<file path="src/rtl/mpu_pkg.sv">
// Shared definitions for the MPU nibble-entry front end.
//   NIBBLE_W             : width of one switch nibble
//   state_t              : entry FSM encoding (ST_COLLECT / ST_PRESENT)
//   DEF_FRAME_NIBBLES    : default nibbles per frame
//   DEF_DEBOUNCE_CYCLES  : default debounce window in synced cycles
package mpu_pkg;

   localparam int unsigned NIBBLE_W            = 4;
   localparam int unsigned DEF_FRAME_NIBBLES   = 4;
   localparam int unsigned DEF_DEBOUNCE_CYCLES = 2;

   typedef enum logic {
      ST_COLLECT = 1'b0,
      ST_PRESENT = 1'b1
   } state_t;

endpackage

</file>
<file path="src/rtl/mpu_nibble_entry_if.sv">
// Frame handshake bundle between the nibble-entry front end and the MPU.
//   frame_data  : packed frame, first-entered nibble in the MSBs
//   frame_valid : frame complete and held
//   frame_ready : MPU accepts the frame
// master = entry front end, slave = MPU.
interface mpu_nibble_entry_if
   import mpu_pkg::*;
#(
   parameter int unsigned FRAME_NIBBLES = DEF_FRAME_NIBBLES
);
   localparam int unsigned FRAME_W = NIBBLE_W * FRAME_NIBBLES;

   logic [FRAME_W-1:0] frame_data;
   logic               frame_valid;
   logic               frame_ready;

   modport master (
      output frame_data,
      output frame_valid,
      input  frame_ready
   );

   modport slave (
      input  frame_data,
      input  frame_valid,
      output frame_ready
   );

endinterface

</file>
<file path="src/rtl/mpu_nibble_entry_btn_debounce.sv">
// Button conditioner: 2-FF synchroniser, stable-window debounce, rising-edge pulse.
//   clk, rst   : clock, asynchronous active-high reset
//   raw_in     : raw (asynchronous) button level
//   level      : debounced level
//   rise_pulse : one-cycle pulse, coincident with the 0->1 flip of level
module btn_debounce
   import mpu_pkg::*;
#(
   parameter int unsigned DEBOUNCE_CYCLES = DEF_DEBOUNCE_CYCLES
)(
   input  logic clk,
   input  logic rst,
   input  logic raw_in,
   output logic level,
   output logic rise_pulse
);

   localparam int unsigned    CNT_W    = (DEBOUNCE_CYCLES > 1) ? $clog2(DEBOUNCE_CYCLES) : 1;
   localparam logic [CNT_W-1:0] CNT_LAST = CNT_W'(DEBOUNCE_CYCLES - 1);

   logic             meta_q;
   logic             sync_q;
   logic [CNT_W-1:0] cnt_q;
   logic             flip_c;

   // Synced level has disagreed for the full window this cycle.
   assign flip_c = (sync_q != level) && (cnt_q == CNT_LAST);

   // Sync chain, stable counter (restarts on any agreement) and edge pulse.
   always_ff @(posedge clk or posedge rst) begin
      if (rst) begin
         meta_q     <= 1'b0;
         sync_q     <= 1'b0;
         cnt_q      <= '0;
         level      <= 1'b0;
         rise_pulse <= 1'b0;
      end else begin
         meta_q     <= raw_in;
         sync_q     <= meta_q;
         rise_pulse <= flip_c & sync_q;
         if (sync_q == level) begin
            cnt_q <= '0;
         end else if (flip_c) begin
            cnt_q <= '0;
            level <= sync_q;
         end else begin
            cnt_q <= cnt_q + CNT_W'(1);
         end
      end
   end

endmodule

</file>
<file path="src/rtl/mpu_nibble_entry.sv">
// Board front end for the MPU command path: debounced step button captures the
// synced switch nibble into the next frame slot; a full frame is offered over
// valid/ready.
//   clk, rst    : clock, asynchronous active-high reset
//   sw_in       : raw switch nibble
//   btn_step    : raw step/enter button
//   btn_back    : raw backspace button (only with MPU_ENTRY_BACKSPACE_EN)
//   frm         : frame handshake (master side: frame_data, frame_valid, frame_ready)
//   entry_idx   : nibbles captured so far (FRAME_NIBBLES while presenting)
//   overrun     : sticky, step press arrived while presenting
// Build option: define MPU_ENTRY_BACKSPACE_EN to add the backspace button.
module mpu_nibble_entry
   import mpu_pkg::*;
#(
   parameter int unsigned FRAME_NIBBLES   = DEF_FRAME_NIBBLES,
   parameter int unsigned DEBOUNCE_CYCLES = DEF_DEBOUNCE_CYCLES
)(
   input  logic                        clk,
   input  logic                        rst,
   input  logic [NIBBLE_W-1:0]         sw_in,
   input  logic                        btn_step,
`ifdef MPU_ENTRY_BACKSPACE_EN
   input  logic                        btn_back,
`endif
   mpu_nibble_entry_if.master          frm,
   output logic [$clog2(FRAME_NIBBLES):0] entry_idx,
   output logic                        overrun
);

   localparam int unsigned FRAME_W = NIBBLE_W * FRAME_NIBBLES;
   localparam int unsigned IDX_W   = $clog2(FRAME_NIBBLES) + 1;
   localparam logic [IDX_W-1:0] IDX_LAST = IDX_W'(FRAME_NIBBLES - 1);
   localparam logic [IDX_W-1:0] IDX_FULL = IDX_W'(FRAME_NIBBLES);

   // Switch synchroniser.
   logic [NIBBLE_W-1:0] sw_meta_q;
   logic [NIBBLE_W-1:0] sw_sync_q;

   always_ff @(posedge clk or posedge rst) begin
      if (rst) begin
         sw_meta_q <= '0;
         sw_sync_q <= '0;
      end else begin
         sw_meta_q <= sw_in;
         sw_sync_q <= sw_meta_q;
      end
   end

   // Step button conditioning; the pulse only counts while the level is high.
   logic step_level;
   logic step_rise;
   logic step_pulse;

   btn_debounce #(
      .DEBOUNCE_CYCLES (DEBOUNCE_CYCLES)
   ) u_step_db (
      .clk        (clk),
      .rst        (rst),
      .raw_in     (btn_step),
      .level      (step_level),
      .rise_pulse (step_rise)
   );

   assign step_pulse = step_rise & step_level;

`ifdef MPU_ENTRY_BACKSPACE_EN
   // Backspace button conditioning, identical path to the step button.
   logic back_level;
   logic back_rise;
   logic back_pulse;

   btn_debounce #(
      .DEBOUNCE_CYCLES (DEBOUNCE_CYCLES)
   ) u_back_db (
      .clk        (clk),
      .rst        (rst),
      .raw_in     (btn_back),
      .level      (back_level),
      .rise_pulse (back_rise)
   );

   assign back_pulse = back_rise & back_level;
`endif

   state_t             state_q,   state_d;
   logic [FRAME_W-1:0] frame_q,   frame_d;
   logic [IDX_W-1:0]   idx_q,     idx_d;
   logic               valid_q,   valid_d;
   logic               overrun_q, overrun_d;
   logic               handshake;

   // Entry state registers.
   always_ff @(posedge clk or posedge rst) begin
      if (rst) begin
         state_q   <= ST_COLLECT;
         frame_q   <= '0;
         idx_q     <= '0;
         valid_q   <= 1'b0;
         overrun_q <= 1'b0;
      end else begin
         state_q   <= state_d;
         frame_q   <= frame_d;
         idx_q     <= idx_d;
         valid_q   <= valid_d;
         overrun_q <= overrun_d;
      end
   end

   // Next-state: collect nibbles, present the frame, clear on handshake.
   always_comb begin
      state_d   = state_q;
      frame_d   = frame_q;
      idx_d     = idx_q;
      valid_d   = valid_q;
      overrun_d = overrun_q;
      handshake = valid_q & frm.frame_ready;

      unique case (state_q)
         ST_COLLECT: begin
`ifdef MPU_ENTRY_BACKSPACE_EN
            if (step_pulse && back_pulse) begin
               // Conflicting presses cancel each other.
               idx_d = idx_q;
            end else if (back_pulse) begin
               if (idx_q != '0) begin
                  idx_d = idx_q - IDX_W'(1);
                  for (int i = 0; i < FRAME_NIBBLES; i++) begin
                     if (IDX_W'(i) == idx_d) begin
                        frame_d[(FRAME_NIBBLES - 1 - i) * NIBBLE_W +: NIBBLE_W] = '0;
                     end
                  end
               end
            end else
`endif
            if (step_pulse) begin
               // Slot 0 lives in the MSBs of the frame.
               for (int i = 0; i < FRAME_NIBBLES; i++) begin
                  if (IDX_W'(i) == idx_q) begin
                     frame_d[(FRAME_NIBBLES - 1 - i) * NIBBLE_W +: NIBBLE_W] = sw_sync_q;
                  end
               end
               if (idx_q == IDX_LAST) begin
                  idx_d   = IDX_FULL;
                  state_d = ST_PRESENT;
                  valid_d = 1'b1;
               end else begin
                  idx_d = idx_q + IDX_W'(1);
               end
            end
         end

         ST_PRESENT: begin
            // A press coinciding with the handshake is simply dropped.
            if (handshake) begin
               state_d   = ST_COLLECT;
               frame_d   = '0;
               idx_d     = '0;
               valid_d   = 1'b0;
               overrun_d = 1'b0;
            end else if (step_pulse) begin
               overrun_d = 1'b1;
            end
         end

         default: begin
            state_d = ST_COLLECT;
         end
      endcase
   end

   assign frm.frame_data  = frame_q;
   assign frm.frame_valid = valid_q;
   assign entry_idx       = idx_q;
   assign overrun         = overrun_q;

endmodule

</file>
<file path="src/flat_wrapper.sv">
// flat-port wrapper written by rule: the top's interface ports become plain ports
module mpu_nibble_entry_flat import mpu_pkg::*;
#(
   parameter int unsigned FRAME_NIBBLES   = DEF_FRAME_NIBBLES,
   parameter int unsigned DEBOUNCE_CYCLES = DEF_DEBOUNCE_CYCLES
)
  (clk, rst, sw_in, btn_step, entry_idx, overrun, frm_frame_data, frm_frame_valid, frm_frame_ready);
  mpu_nibble_entry_if #(.FRAME_NIBBLES(FRAME_NIBBLES)) frm_i ();
  input  logic clk;
  input  logic rst;
  input  logic [NIBBLE_W-1:0] sw_in;
  input  logic btn_step;
  output logic [$clog2(FRAME_NIBBLES):0] entry_idx;
  output logic overrun;
  output wire logic [$bits(frm_i.frame_data)-1:0] frm_frame_data;
  output wire logic [$bits(frm_i.frame_valid)-1:0] frm_frame_valid;
  input wire logic [$bits(frm_i.frame_ready)-1:0] frm_frame_ready;
  assign frm_frame_data = frm_i.frame_data;
  assign frm_frame_valid = frm_i.frame_valid;
  assign frm_i.frame_ready = frm_frame_ready;
  mpu_nibble_entry #(.FRAME_NIBBLES(FRAME_NIBBLES), .DEBOUNCE_CYCLES(DEBOUNCE_CYCLES)) u_core (.clk(clk), .rst(rst), .sw_in(sw_in), .btn_step(btn_step), .frm(frm_i), .entry_idx(entry_idx), .overrun(overrun));
endmodule
</file>
<file path="config.mk">
export PLATFORM = sky130hd
export DESIGN_NAME = mpu_nibble_entry_flat
export DESIGN_NICKNAME = d
export VERILOG_FILES = /design/src/rtl/mpu_pkg.sv /design/src/rtl/mpu_nibble_entry_if.sv /design/src/rtl/mpu_nibble_entry_btn_debounce.sv /design/src/rtl/mpu_nibble_entry.sv /design/src/flat_wrapper.sv
export SDC_FILE = /design/constraint.sdc
export NUM_CORES = 1
export LEC_CHECK = 0
export BUFFER_PORTS_ARGS = -buffer_cell sky130_fd_sc_hd__clkbuf_2
export CAP_MARGIN = 20
export CORE_UTILIZATION = 48
export CTS_CLUSTER_SIZE = 40
export DETAILED_ROUTE_END_ITERATION = 12
export PLACE_DENSITY = 0.74
export SYNTH_ARGS = -nofsm -noshare
export SYNTH_HDL_FRONTEND = slang
export SYNTH_SLANG_ARGS = --single-unit
export TNS_END_PERCENT = 100
</file>
<file path="constraint.sdc">
create_clock -name clk -period 1.4 [get_ports clk]
set_input_delay 0.07 -clock clk [delete_from_list [all_inputs] [get_ports clk]]
set_output_delay 0.07 -clock clk [all_outputs]
set_load 0.05 [all_outputs]
</file>
* After elaboration in Yosys (flattened, before gate mapping)
Index checks and enable logic that the tools add are counted.
Cells by class: bitwise operators 5, add/sub/neg operators 2, reductions and logical operators 11, multiplexer cells 23, equal/unequal tests 13
Operators by type and width (number):
- 16-bit 2-to-1 mux | 2
- 16-bit case mux with 2 select lines | 1
- 4-bit 2-to-1 mux | 4
- 3-bit AND reduction | 5
- 2-bit by 1-bit != test with 1-bit output, second input constant | 6
- 1-bit 2-to-1 mux | 10
- 3-bit 2-to-1 mux | 3
- 2-bit by 3-bit equality test with 1-bit output, first input constant | 2
- 3-bit case mux with 2 select lines | 1
- 2-bit AND reduction | 3
- 1-bit case mux with 2 select lines | 2
- 3-bit by 1-bit adder with 3-bit output, second input constant | 1
- 1-bit AND | 3
- 1-bit by 3-bit equality test with 1-bit output, first input constant | 1
- 3-bit by 2-bit equality test with 1-bit output, second input constant | 1
- 3-bit logical NOT | 1
- 2-bit != test, second input constant | 1
- 1-bit NOT | 2
- 2-bit nonzero test | 1
- 1-bit adder, second input constant | 1
- 1-bit equality test | 1
- 1-bit logical AND | 1
- 1-bit != test | 1
Word-level totals: logic and storage cells 69, output and inout port bits 21, bits in registers 35, input port bits 8

* Logic depth before layout (Yosys ltp)
Gate-level depths: netlist of run 1.
depth in word-level cells 4, depth in mapped cells 5, depth with buffers taken out 5

* Modules after synthesis
A second synthesis of run 1 with hierarchy kept.
Second synthesis, totals: cell total of the unflattened synthesis 113, area, all modules 1410.1 um^2
Modules (own cells, without submodules):
- mpu_nibble_entry | area an instance 1252.5 um^2, sequential area each 750.7 um^2, cells an instance 101, times used 1
- btn_debounce | area an instance 157.7 um^2, sequential area each 125.1 um^2, cells an instance 12, times used 1

* Least setup slack after synthesis of run 1
OpenSTA, ideal clock, no wires.
kind flip-flop to flip-flop, start reg u_core.idx_q[0] (netlist: u_core.entry_idx[0]), end reg u_core.frame_q[0] (netlist: u_core.frm.frame_data[0]), setup slack -0.316 ns, library setup time 0.121 ns, path buffers 0, arrival 1.595 ns, required time 1.279 ns, clock period less this slack 1.716 ns, stages on the path, launching flop included 6, path through dfrtp_1 ha_1 ha_1 and4b_1 nor2_2 a22o_1
On the way: word-level cells in the longest chain between the ends 3
RTL lines:
- start, declared | line mpu_nibble_entry.sv:87 | logic [IDX_W-1:0] idx_q, idx_d;
- start signal, assigned | line mpu_nibble_entry.sv:103 | idx_q <= idx_d;
- 2-bit by 3-bit equality test with 1-bit output | line mpu_nibble_entry.sv:138 | if (IDX_W'(i) == idx_q) begin
- 2-bit by 1-bit != test with 1-bit output (no line)
- 3-bit AND reduction (no line)
- end signal, assigned | line mpu_nibble_entry.sv:102 | frame_q <= frame_d;
- end, declared | line mpu_nibble_entry.sv:86 | logic [FRAME_W-1:0] frame_q, frame_d;
No other way between the ends. A chain may end at the register's enable or synchronous reset.

* Final worst setup path of run 1
start reg u_core.idx_q[0] (netlist: u_core.entry_idx[0]), end reg u_core.frame_q[3] (netlist: u_core.frm.frame_data[3])
The elaborated chain is that of the path after synthesis.

==> results.py, run 1 <==
metrics = {
    "outcome": {
        "status": "finished, violations left",
        "violations": "DRC",
    },
    "placed_design": {
        "gp_congestion": 0.7359,
        "place_inst": 173,
        "pre_cts_ws_ns": 0.02714,
        "dp_hpwl_um": 1905,
        "port_buffers": 28,
        "place_area_um2": 1660,
    },
    "sta": {
        "fmax_ghz": 0.7155,
        "setup_tns_ns": 0,
        "hold_viol": 0,
        "setup_ws_ns": 0.002307,
        "drv_slew": 0,
        "skew_ns": 0.006157,
        "post-route-min-period_ns": 1.398,
        "tightestPinTransition_ns": 0.4207,
        "setup_viol": 0,
        "rsz0062_at_grt": "yes",
        "fin_crit_sh_pct": 99.84,
        "whs_ns": 0.3181,
        "slew_headroom_pct": 71.96,
    },
    "logic_synthesis": {
        "yosysWarnings": 0,
        "synthCells": 115,
        "syn_nets": 129,
        "ys_seq_area_share_pct": 60.29,
        "synth_area_um2": 1453,
        "avgSynthCellArea_um2": 12.63,
        "ys_seq_elements": 35,
        "synth.distinct_cells": 30,
    },
    "clock_network": {
        "numCtsBuffers": 5,
        "tritoncts": "built",
        "clock_sinks": 35,
        "cts-root-buf": "clkbuf_4",
        "cts.path.max_buffers": 2,
        "worstSkewPairLatency_ns": 0.35,
        "htree_levels": 2,
        "clkTransAtPathRegs_ns": 0.10,
    },
    "setup_path": {
        "required_ns": 1.69,
        "crit_top_cell": "ha_4",
        "crit_path_end_kind": "register",
        "crit_arrival_ns": 1.69,
        "start_kind": "register",
        "critical_path.max_stage_delay_ns": 0.47,
        "path_max_fanout": 6,
        "slowest_stage": "dfrtp_2",
        "crit_chain": "ha_4 -> ha_4 -> and4b_2 -> nor2_4 -> a22o_1",
        "crit_type": "register to register",
    },
    "pwr": {
        "ir_drop_mv": 0.9287,
        "pwr-share-clk_pct": 16.7,
        "p_comb_share_pct": 42.9,
        "switching_share_pct": 46.03,
        "power.density_nw_per_um2": 2094,
        "p_seq_share_pct": 40.4,
        "leakage_nw": 0.9611,
        "internal-power_mw": 2.059,
        "power.total_mw": 3.815,
        "p_switching_mw": 1.756,
    },
    "finish": {
        "final_common_cell": "dfrtp_1",
        "fill_cells": 215,
        "area_growth_pct": 25.41,
        "design_area_um2": 1822,
        "layout.nets": 170,
        "num_antenna_cells": 0,
        "drive_gt1_share_pct": 35.67,
        "final_cell_mix": "32 x dfrtp_1, 28 x clkbuf_2, 10 x a22o_1, 9 x nand2_1",
        "final_core_util_pct": 64.94,
        "final_cells": 188,
    },
    "detailed_routing": {
        "drt.antenna.violating_nets": 0,
        "drt_pre_antenna_iters": 8,
        "viasPerCell": 5.473,
        "num_vias": 1029,
        "first_iter_violations": 37,
        "drc_errors": 6,
        "wire_per_inst_um": 14.93,
        "wirelength_um": 2807,
    },
    "worst_hold_path": {
        "min_path_type": "input port to async pin",
    },
    "grt": {
        "antenna_found_initial": 0,
        "grt_pass1_wl_um": 4367,
        "overflow": 0,
        "grt.total_usage_pct": 18.91,
        "grt_max_degree": 36,
        "first_global_vias": 925,
    },
    "floorplan": {
        "ios": 29,
        "die_y_um": 57.01,
        "initial_utilization_pct": 51.78,
        "die_w_um": 57.01,
        "rows": 19,
        "dieArea_um2": 3250,
        "core_um2": 2805,
    },
    "job": {
        "timing.max_cap.violations": 0,
    },
}
area by class of cell:
type                            count  area (um^2)  share of cell area [%]
Clock buffer                        7        65.06                   3.571
Timing Repair Buffer               39        240.2                   13.19
Multi-Input combinational cell     68        564.3                   30.98
Clock inverter                      1        7.507                  0.4121
Tap cell                           31        38.79                   2.129
Inverter                            7        26.28                   1.442
Sequential cell                    35        879.6                   48.28
power groups by stage:
stage / clock network [mW] / registers [mW] / logic [mW]
after floorplan: 0 / 2.15 / 0.637
after global placement: 0 / 1.54 / 1.56
after detailed placement: 0 / 1.55 / 1.60
after CTS: 0.650 / 1.53 / 1.61
after global routing: 0.689 / 1.58 / 1.74
final: 0.636 / 1.54 / 1.64
what timing repair did:
| item | CTS | global route |
|---|---|---|
| buffers inserted | 0 | 0 |
| pin swaps | 0 | 1 |
| setup endpoints to repair | 1 | 11 |
| hold buffers | 7 | 0 |
| resized for setup | 0 | 4 |
| endpoints found under the hold margin | 41 | 0 |
cells by family after synthesis:
family                   count (synthesis)  share of synthesized area, %
multiplexers                             7                         4.824
XOR/XNOR                                 1                        0.6030
flip-flops                              35                         60.29
AO/OA/AOI/OAI                           27                         13.35
adder cells (fa/ha/maj)                  6                         5.168
AND/OR/NAND/NOR                         27                         11.28
buffers and inverters                   12                         4.479
routing by layer:
layer / up-vias / part of all wire (%) / global-route usage (%)
li1: 490 / - / -
met1: 496 / 45 / 25.50
met2: 35 / 47 / 27.23
met3: 8 / 5.2 / 4.762
met4: 0 / 2.5 / 12.54
met5: - / 0 / 0
flip-flops by register name, summed over array words and instances (netlist names), 3 cells and up:
signal                 flops
u_core.sw_sync_q           4
u_core.frm.frame_data     16
u_core.entry_idx           3
u_core.sw_meta_q           4
critical path, delay by kind of cell (launching register included):
family / cells / cell delay (ns)
AND/OR/NAND/NOR: 2 / 0.39
adder cells (fa/ha/maj): 2 / 0.34
flip-flops: 1 / 0.47
AO/OA/AOI/OAI: 1 / 0.14
cell usage after synthesis:
cell type / instances / area, um^2
nand2_1: 9 / 33.78
a21o_1: 2 / 15.01
buf_2: 1 / 5.000
and3_1: 1 / 6.260
o21ai_0: 8 / 40.04
nor4_1: 1 / 6.260
xnor2_1: 1 / 8.760
a31oi_1: 3 / 18.77
a22o_1: 10 / 87.58
nor2b_1: 1 / 6.260
o22ai_1: 2 / 12.51
nor2_1: 5 / 18.77
clkbuf_1: 1 / 3.750
buf_4: 1 / 7.510
nor4b_1: 1 / 8.760
and2b_1: 1 / 7.510
mux2i_1: 7 / 70.07
nand4b_1: 2 / 17.52
dfrtp_1: 35 / 875.8
nor2_2: 1 / 6.260
and3b_4: 1 / 12.51
o22ai_2: 1 / 12.51
and2_4: 1 / 8.760
nand4b_2: 1 / 15.01
buf_6: 2 / 22.52
a21boi_1: 1 / 7.510
and2_1: 1 / 6.260
ha_1: 6 / 75.07
and4b_1: 1 / 10.01
inv_1: 7 / 26.28
path summary, 6_finish.rpt:
kind	start	end	slack (ns)	depth (start not counted)
setup / recovery	u_core.entry_idx[0]	u_core.frm.frame_data[3]	0.002	5
hold / removal	rst	u_core.frm.frame_data[15]	0.32	4
setup reg to reg	u_core.entry_idx[0]	u_core.frm.frame_data[3]	0.002	5
min in group clk	sw_in[3]	u_core.sw_meta_q[3]	0.36	2
max in group asynchronous	rst	u_core.entry_idx[2]	0.75	4
hold reg to reg	u_core.sw_meta_q[3]	u_core.sw_sync_q[3]	0.36	0
Note: power is estimated with default switching activity, not from simulation.
==> run 2: changes to the inputs <==
--- a/config.mk
+++ b/config.mk
@@ -7,11 +7,13 @@
 export LEC_CHECK = 0
 export BUFFER_PORTS_ARGS = -buffer_cell sky130_fd_sc_hd__clkbuf_2
 export CAP_MARGIN = 20
-export CORE_UTILIZATION = 48
+export CORE_UTILIZATION = 47
 export CTS_CLUSTER_SIZE = 40
 export DETAILED_ROUTE_END_ITERATION = 12
-export PLACE_DENSITY = 0.74
+export PLACE_DENSITY = 0.73
+export SLEW_MARGIN = 20
 export SYNTH_ARGS = -nofsm -noshare
 export SYNTH_HDL_FRONTEND = slang
+export SYNTH_HIERARCHICAL = 1
 export SYNTH_SLANG_ARGS = --single-unit
 export TNS_END_PERCENT = 100
==> run 2 against run 1 <==
Compared with the run above:
- the run still ends with DRC left
- routed wire length down 15%
- utilization down 1.7 points
- critical endpoint is now u_core/frm.frame_data[12]
- critical path type unchanged
- register-to-register slack improved by 0.07 ns
- largest power group unchanged
==> results.py, run 2 <==
metrics = {
    "job": {
        "timing.max_cap.violations": 0,
    },
    "setup_path": {
        "required_ns": 1.66,
        "path_max_fanout": 5,
        "crit_path_end_kind": "register",
        "crit_type": "register to register",
        "start_kind": "register",
        "crit_arrival_ns": 1.59,
    },
    "floorplan": {
        "rows": 19,
        "core_um2": 2805,
        "initial_utilization_pct": 50.27,
        "ios": 29,
        "dieArea_um2": 3223,
        "die_y_um": 56.78,
        "die_w_um": 56.78,
    },
    "pwr": {
        "internal-power_mw": 2.063,
        "p_comb_share_pct": 47.3,
        "p_switching_mw": 1.928,
        "switching_share_pct": 48.30,
        "p_seq_share_pct": 39.1,
        "leakage_nw": 0.9328,
        "ir_drop_mv": 1.207,
        "pwr-share-clk_pct": 13.6,
        "power.density_nw_per_um2": 2251,
    },
    "detailed_routing": {
        "drc_errors": 7,
        "num_vias": 961,
        "drt_pre_antenna_iters": 8,
        "viasPerCell": 5.058,
        "wirelength_um": 2382,
        "wire_per_inst_um": 12.54,
        "first_iter_violations": 38,
        "drt.antenna.violating_nets": 0,
    },
    "sta": {
        "setup_viol": 0,
        "rsz0062_at_grt": "yes",
        "fin_crit_sh_pct": 95.08,
        "setup_tns_ns": 0,
        "drv_slew": 0,
        "hold_viol": 0,
        "fmax_ghz": 0.7513,
        "setup_ws_ns": 0.06895,
        "post-route-min-period_ns": 1.331,
        "tightestPinTransition_ns": 0.5701,
        "skew_ns": 0.009076,
        "slew_headroom_pct": 61.95,
    },
    "finish": {
        "layout.nets": 173,
        "largest_reg_flops": 16,
        "area_growth_pct": 25.73,
        "drive_gt1_share_pct": 33.33,
        "final_cell_mix": "30 x dfrtp_1, 28 x clkbuf_2, 17 x nand2_1, 16 x mux2i_1, 10 x inv_1",
        "final_common_cell": "dfrtp_1",
        "final_cells": 190,
        "num_antenna_cells": 0,
        "fill_cells": 239,
    },
    "grt": {
        "overflow": 0,
        "grt.total_usage_pct": 17.45,
        "antenna_found_initial": 0,
        "grt_pass1_wl_um": 4105,
        "first_global_vias": 913,
        "grt_max_degree": 19,
    },
    "placed_design": {
        "place_inst": 174,
        "pre_cts_ws_ns": 0.02936,
        "port_buffers": 28,
        "dp_hpwl_um": 1770,
        "gp_congestion": 0.7486,
    },
    "logic_synthesis": {
        "synth-xor-area-share_pct": 0.6211,
        "ys_seq_area_share_pct": 62.11,
        "ys_seq_elements": 35,
        "synth_top_family_by_area": "simple AND/OR/NAND/NOR gates",
        "synthArstFlopShare_pct": 100.0,
        "yosysMostFrequentCell": "dfrtp_1",
        "avgSynthCellArea_um2": 12.48,
        "synthCells": 113,
        "syn_nets": 127,
        "synth_area_um2": 1410,
        "synthAdderAreaFrac_pct": 5.324,
        "ys.flop_type": "dfrtp_1",
        "synth-simple-area-share_pct": 11.71,
        "synth_edf_count": 0,
        "yosysTopAreaCell": "dfrtp_1",
        "synth_common_cells": "35 x dfrtp_1, 17 x nand2_1, 16 x mux2i_1, 11 x inv_1, 6 x ha_1",
        "ys_top_cells_by_area": "dfrtp_1 62%, mux2i_1 11%, ha_1 5.3%, nand2_1 4.5%, inv_1 2.9%",
        "synth_top_area_share_pct": 62.11,
        "yosysWarnings": 6,
        "synth-compound-area-share_pct": 3.993,
        "synth.distinct_cells": 20,
        "muxShareOfSynthArea_pct": 11.36,
    },
    "clock_network": {
        "cts.path.max_buffers": 2,
        "worstSkewPairLatency_ns": 0.34,
        "clock_sinks": 35,
        "tritoncts": "built",
        "clkTransAtPathRegs_ns": 0.09,
        "htree_levels": 2,
        "numCtsBuffers": 5,
        "cts-root-buf": "clkbuf_4",
    },
    "outcome": {
        "violations": "DRC",
        "status": "finished, violations left",
    },
    "worst_hold_path": {
        "min_path_type": "input port to async pin",
    },
}
==> run 2: cell types whose count changed after synthesis, sizes merged, moves of 6 or more <==
cell	delta
nand3	+6
nand2	+8
mux2i	+9
a22o	-10
==> run 2: repair_timing <==
action,CTS,global route
endpoints found under the setup margin,0,12
buffers inserted,0,2
hold buffers,7,0
gates resized for setup,0,3
hold endpoints to repair,23,0
==> run 2: final cells by class <==
type                       count  area, um^2  area share (%)
clock buffer                   6       51.30           2.893
multi-input combinational     64       479.2           27.03
timing repair buffer          42       275.3           15.53
sequential                    35       882.1           49.75
inverter                      11       41.29           2.329
clock inverter                 1       5.005          0.2823
tap                           31       38.79           2.188
==> run 2: layer usage <==
metal  vias up  GRT usage [%]  wire length, um
li1        458              -                -
met1       477          21.32             1050
met2        23          28.06             1201
met3         3          6.912              107
met4         0          6.272               23
met5         -              0                0
==> run 2: per-stage QoR <==
stage | power [mW] | hold slack, ns | area, um^2 | utilization (%)
final | 3.991 | 0.1605 | 1773 | 63.20
after global routing | 4.219 | 0.1721 | 1773 | 63.20
after CTS | 3.996 | 0.1503 | 1755 | 62.58
after detailed placement | 3.429 | -0.03239 | 1629 | 58.07
after global placement | 3.371 | -0.04630 | 1629 | 58.07
after floorplan | 3.115 | -0.1515 | 1428 | -
==> run 2: logic make-up (layout without fill, tap and decap cells) <==
group                    count (synthesis)  in the layout
AO/OA/AOI/OAI                            8              8
adder cells (fa/ha/maj)                  6              6
multiplexers                            16             16
buffers and inverters                   14             60
AND/OR/NAND/NOR                         33             33
XOR/XNOR                                 1              1
flip-flops                              35             35
==> run 2: worst paths after layout <==
check | slack, ns | cells after the start | start | end
max | 0.07 | 5 | u_core/entry_idx[0] | u_core/frm.frame_data[12]
min | 0.16 | 3 | rst | u_core/u_step_db/sync_q
max reg2reg | 0.07 | 5 | u_core/entry_idx[0] | u_core/frm.frame_data[12]
min reg2reg | 0.36 | 0 | u_core/sw_meta_q[0] | u_core/sw_sync_q[0]
max in group asynchronous | 0.59 | 4 | rst | u_core/frm.frame_data[2]
min in group clk | 0.36 | 0 | u_core/sw_meta_q[0] | u_core/sw_sync_q[0]
==> run 2: power by group through the flow <==
stage	clock network [mW]	registers, mW	logic [mW]
2_1_floorplan	0	2.65	0.468
6_report	0.543	1.56	1.89
3_5_place_dp	0	1.60	1.83
4_1_cts	0.567	1.57	1.86
5_1_grt	0.616	1.60	2.00
3_3_place_gp	0	1.58	1.79
==> run 2: critical path, cell delays in order, from the launching register on <==
cell and delay, ns:
dfrtp_2 0.46, buf_4 0.15, inv_1 0.07, ha_1 0.13
and3_2 0.23, mux2i_1 0.21
